$ cat src/rtl/ula_arbiter.sv
// Two-requester round-robin front end for a shared combinational ALU.
// Accept in IDLE, capture the ALU result in EXEC, hold it in RESP until the granted requester acks.
module ula_arbiter (
  input  logic       clk,
  input  logic       reset,
  input  logic       req0_valid,
  input  logic       req1_valid,
  input  logic [7:0] req0_ra,
  input  logic [7:0] req0_rb,
  input  logic [7:0] req1_ra,
  input  logic [7:0] req1_rb,
  input  logic [2:0] req0_op,
  input  logic [2:0] req1_op,
  output logic       req0_ready,
  output logic       req1_ready,
  output logic       resp0_valid,
  output logic       resp1_valid,
  output logic [7:0] resp_data,
  output logic       resp_zero,
  input  logic       resp0_ack,
  input  logic       resp1_ack,
  output logic [7:0] alu_ra,
  output logic [7:0] alu_rb,
  output logic [2:0] alu_opcode,
  input  logic [7:0] alu_result,
  output logic       busy
);

  typedef enum logic [1:0] {
    IDLE = 2'd0,
    EXEC = 2'd1,
    RESP = 2'd2
  } state_t;

  state_t     state_q, state_d;
  logic       grant_q, grant_d;   // requester owning the operation in flight
  logic       last_q, last_d;     // most recently granted requester
  logic [7:0] ra_q, ra_d;
  logic [7:0] rb_q, rb_d;
  logic [2:0] op_q, op_d;
  logic [7:0] data_q, data_d;
  logic       zero_q, zero_d;
  logic       sel;
  logic       granted_ack;

  // With both requesting, the one not served last goes next.
  always_comb begin
    if (req0_valid && req1_valid) begin
      sel = ~last_q;
    end else begin
      sel = req1_valid;
    end
  end

  assign granted_ack = grant_q ? resp1_ack : resp0_ack;

  always_comb begin
    state_d    = state_q;
    grant_d    = grant_q;
    last_d     = last_q;
    ra_d       = ra_q;
    rb_d       = rb_q;
    op_d       = op_q;
    data_d     = data_q;
    zero_d     = zero_q;
    req0_ready = 1'b0;
    req1_ready = 1'b0;
    case (state_q)
      IDLE: begin
        if (!reset && (req0_valid || req1_valid)) begin
          state_d    = EXEC;
          grant_d    = sel;
          last_d     = sel;
          req0_ready = ~sel;
          req1_ready = sel;
          ra_d       = sel ? req1_ra : req0_ra;
          rb_d       = sel ? req1_rb : req0_rb;
          op_d       = sel ? req1_op : req0_op;
        end
      end
      EXEC: begin
        data_d  = alu_result;
        zero_d  = (alu_result == 8'h00);
        state_d = RESP;
      end
      RESP: begin
        if (granted_ack) begin
          state_d = IDLE;
        end
      end
      default: begin
        state_d = IDLE;
      end
    endcase
  end

  always_ff @(posedge clk) begin
    if (reset) begin
      state_q <= IDLE;
      grant_q <= 1'b0;
      last_q  <= 1'b1;
      ra_q    <= 8'h00;
      rb_q    <= 8'h00;
      op_q    <= 3'd0;
      data_q  <= 8'h00;
      zero_q  <= 1'b1;
    end else begin
      state_q <= state_d;
      grant_q <= grant_d;
      last_q  <= last_d;
      ra_q    <= ra_d;
      rb_q    <= rb_d;
      op_q    <= op_d;
      data_q  <= data_d;
      zero_q  <= zero_d;
    end
  end

  assign resp0_valid = (state_q == RESP) && !grant_q;
  assign resp1_valid = (state_q == RESP) && grant_q;
  assign resp_data   = data_q;
  assign resp_zero   = zero_q;
  assign alu_ra      = ra_q;
  assign alu_rb      = rb_q;
  assign alu_opcode  = op_q;
  assign busy        = (state_q != IDLE);

endmodule
$ cat config.mk
export PLATFORM = sky130hd
export DESIGN_NAME = ula_arbiter
export DESIGN_NICKNAME = d
export VERILOG_FILES = /design/src/rtl/ula_arbiter.sv
export SDC_FILE = /design/constraint.sdc
export NUM_CORES = 1
export LEC_CHECK = 0
export CAP_MARGIN = 20
export CORE_UTILIZATION = 35
export CTS_BUF_LIST = sky130_fd_sc_hd__clkbuf_8 sky130_fd_sc_hd__clkbuf_16
export DETAILED_ROUTE_END_ITERATION = 12
export HOLD_SLACK_MARGIN = 0.12
export PLACE_DENSITY = 0.76
export SLEW_MARGIN = 15
export SYNTH_ARGS = -nofsm -noshare
export SYNTH_HDL_FRONTEND = slang
export SYNTH_SLANG_ARGS = --single-unit
$ cat constraint.sdc
create_clock -name clk -period 1.3 [get_ports clk]
set_clock_uncertainty 0.1 [all_clocks]
set_input_delay 0.26 -clock clk [delete_from_list [all_inputs] [get_ports clk]]
set_output_delay 0.26 -clock clk [all_outputs]
set_load 0.005 [all_outputs]
==> summary.md <==
| Metric | Value |
|---|---|
| Outcome | `finished with violations` |
| Failing checks | `negative setup slack` |
| Setup WS pre-CTS | `-677 ps` |
| Worst Path Max Fanout | `2` |
| Worst setup path endpoint | `req0_ready` |
| Mapped cell area | `1570 sq um` |
| Initial Util | `0.363` |
| Clk buf depth | `2` |
| Via/cell ratio | `5.07` |
| Synthesized flop and latch total | `32` |
| Max Clock Freq | `636 MHz` |
| Crit. Startpoint | `state_q[0]` |
| Met2 routed WL | `3100 um` |
| Lkg Pwr | `1.35 nW` |
| Drt total wl | `5700 um` |
| Synth unique cells | `30` |
| Clock tree root buffer cell | `clkbuf_8` |
| Hpwl dp | `2980 um` |
| Worst R2R End | `alu_rb[0]` |
| Drt wl/cell | `16.5 um` |
| Mapped Avg Cell Area | `8.98 sq um` |
| Finished Layout Cells | `345` |
| DR DRC count | `0` |
| Adder-Cell Fraction of Synth Area | `0` |
| DIE WIDTH | `69.0 um` |
| Worst EP arrival | `1210 ps` |
| Diodes inserted | `0` |
| Worst Setup Start Kind | `flip-flop` |
| Nature of the critical path endpoint | `primary output` |
| Main synth FF type | `dfxtp_1` |
| 1st-iter DRT viols | `69` |
| Area grow syn2layout | `105%` |
| Post-synth ARST share | `0` |
| Internal reg-to-reg setup slack | `-240 ps` |
| Final period utilization | `1.21` |
| Max VDD drop | `0.000689 V` |
| Top Family by Delay on Critical Path | `flip-flops` |
| Complex-gate fraction of the synthesized area | `0.299` |
| Post-synthesis mux area share | `0.00637` |
| Largest family of logic cells by synthesized area | `compound AO/OA/AOI/OAI gates` |
| Final setup margin | `-273 ps` |
| Total iterations of the first detailed-routing run | `4` |
| Gr usage total | `0.250` |
| Layout cells sized above 1 | `0.440` |
| Uppermost layer routed | `met4` |
| Fin area | `3220 sq um` |
| Least-Margin Pin Slew | `460 ps` |
| Slowest stage delay, CP | `340 ps` |
| Worst EP required | `940 ps` |
| RSZ-0062 raised after global routing | `yes` |
| Die area | `4760 sq um` |
| Num ports | `85` |
| EDFF count, synth | `0` |
| I/O Buffers | `84` |
| Slowest CP cell | `dfxtp_2` |
| Reg2reg start | `state_q[0]` |
| Relative slew slack | `0.693` |
| Post-Route M1 WL | `2150 um` |
| XOR/XNOR share of the synthesized area | `0` |
| CTS clk-pin slew, worst paths | `70 ps` |
| Vias | `1750` |
| Vias in the first global route | `1826` |
| First-pass GRT wire length | `9270 um` |
| Synthesized Nets | `227` |
| Simple-gate share of the synthesized area | `0.205` |
| WP buf/inv | `2` |
| Chip height | `69.0 um` |
| Critical-path cell list | `nor3_4, buf_6, nand2_4, nor2_2, buf_2` |
| Rows | `24` |
| CTS tree | `built` |
| Core footprint | `4320 sq um` |
| Worst r2r path cells | `7` |
| DRT antenna net count | `0` |
| Gpl congestion | `0.764` |
| Synth warnings | `0` |
| Synthesized instance count | `175` |
| Fin nets | `344` |
| Met3 wire len | `296 um` |
| Initial antenna violation count | `0` |
| Hold crit path type | `reg2reg` |
| Post-CTS Hold Buffers | `0` |
| Pwr dens | `1010 nW/um^2` |
| Number of cells on the critical path | `5` |
| Setup TNS | `-4450 ps` |
| Post-Place Cells | `313` |
| Clk sink count | `32` |
| Final Hold Viols | `0` |
| Register area share after synthesis | `0.408` |
| Final slew viol count | `0` |
| Worst-skew pair later-pin latency | `290 ps` |
| Max Cap Viol | `0` |
| Post-layout minimum cycle time | `1570 ps` |
| Final setup vio count | `26` |
| Placement Cell Area | `2510 sq um` |
| GR Overflow Total | `0` |
| CTS Buf Count | `5` |
| Pin count of the biggest net entering global routing | `33` |
| Crit Path Category | `reg2out` |
| H-tree levels | `2` |
worst min path at each step:
stage | startpoint | to | slack, ps | depth (start not counted)
floorplan | alu_result[0] | resp_data[0] | 300 | 2
global placement | resp_data[2] | resp_data[2] | 340 | 2
detailed placement | resp_data[1] | resp_data[1] | 350 | 2
CTS | resp_data[1] | resp_data[1] | 350 | 2
global route | resp_data[7] | resp_data[7] | 380 | 2
finish | resp_data[1] | resp_data[1] | 360 | 2
cell usage after synthesis (2+ instances only):
master | count | area share
nor2_1 | 2 | 0.0048
dfxtp_1 | 32 | 0.41
nand2_1 | 55 | 0.13
buf_2 | 5 | 0.016
a311oi_2 | 19 | 0.18
a21oi_1 | 30 | 0.096
buf_6 | 6 | 0.043
nor4_1 | 2 | 0.0080
clkbuf_1 | 2 | 0.0048
buf_4 | 2 | 0.0096
cell usage in the layout (no fill, tap or decap), types with 4 or more instances in the layout:
cell type / count
buf_12: 6
a21oi_1: 9
nand2_1: 55
buf_16: 5
dlygate4sd2_1: 30
a21oi_2: 12
dfxtp_1: 13
clkbuf_8: 5
a21oi_4: 9
a311oi_2: 19
dfxtp_2: 18
buf_4: 16
clkdlybuf4s50_1: 48
buf_6: 14
buf_2: 4
area by class of cell:
cell class              instances  area [sq um]
clock inverters                 3          42.5
inverters                       2          12.5
multi-input cells             125           995
clock buffers                   5          68.8
repair buffers                126          1370
flip-flops and latches         32           667
well taps                      52          65.1
fillers                       312          1100
flip-flops by register name (all words and copies together), names as in the netlist:
register and flops:
alu_opcode 3, alu_ra 8, alu_rb 8, grant_q 1, last_q 1, resp_data 8, resp_zero 1, state_q 2
through the flow:
step / hold WS, ps / utilization / power [mW]
after floorplan: 296 / - / 1.51
after global placement: 342 / 0.581 / 1.92
after detailed placement: 347 / 0.581 / 1.93
after CTS: 354 / 0.732 / 3.20
after global routing: 375 / 0.745 / 3.38
final: 357 / 0.745 / 3.25
kinds of logic (layout without fill, tap and decap cells):
kind of cell    after synthesis  after routing
compound gates               53             53
buf+inv                      18            136
flops                        32             32
mux                           1              1
simple gates                 71             71
layer usage:
layer | global-route usage | vias up
met3 | 0.0702 | 13
met5 | 0 | -
met4 | 0.104 | 0
met1 | 0.268 | 821
met2 | 0.456 | 66
li1 | - | 850
report_power, final:
group          switching [mW]  leakage, nW  internal [mW]
registers              0.0654        0.269           1.08
clock network           0.408       0.0541          0.567
logic                   0.452         1.02          0.676
total                   0.926         1.35           2.32
what timing repair did:
action                                  CTS  global route
pin swaps                                37             9
hold endpoints to repair                  0             0
gates cloned                              7             1
resized for setup                       124            16
buffers inserted                         20             4
endpoints found under the setup margin   55            36
worst min-delay path, stage by stage (launching register included):
cell and delay (ps):
dfxtp_1 310, nand2_1 50, a21oi_1 50
Power figures use the tool's default switching activity.
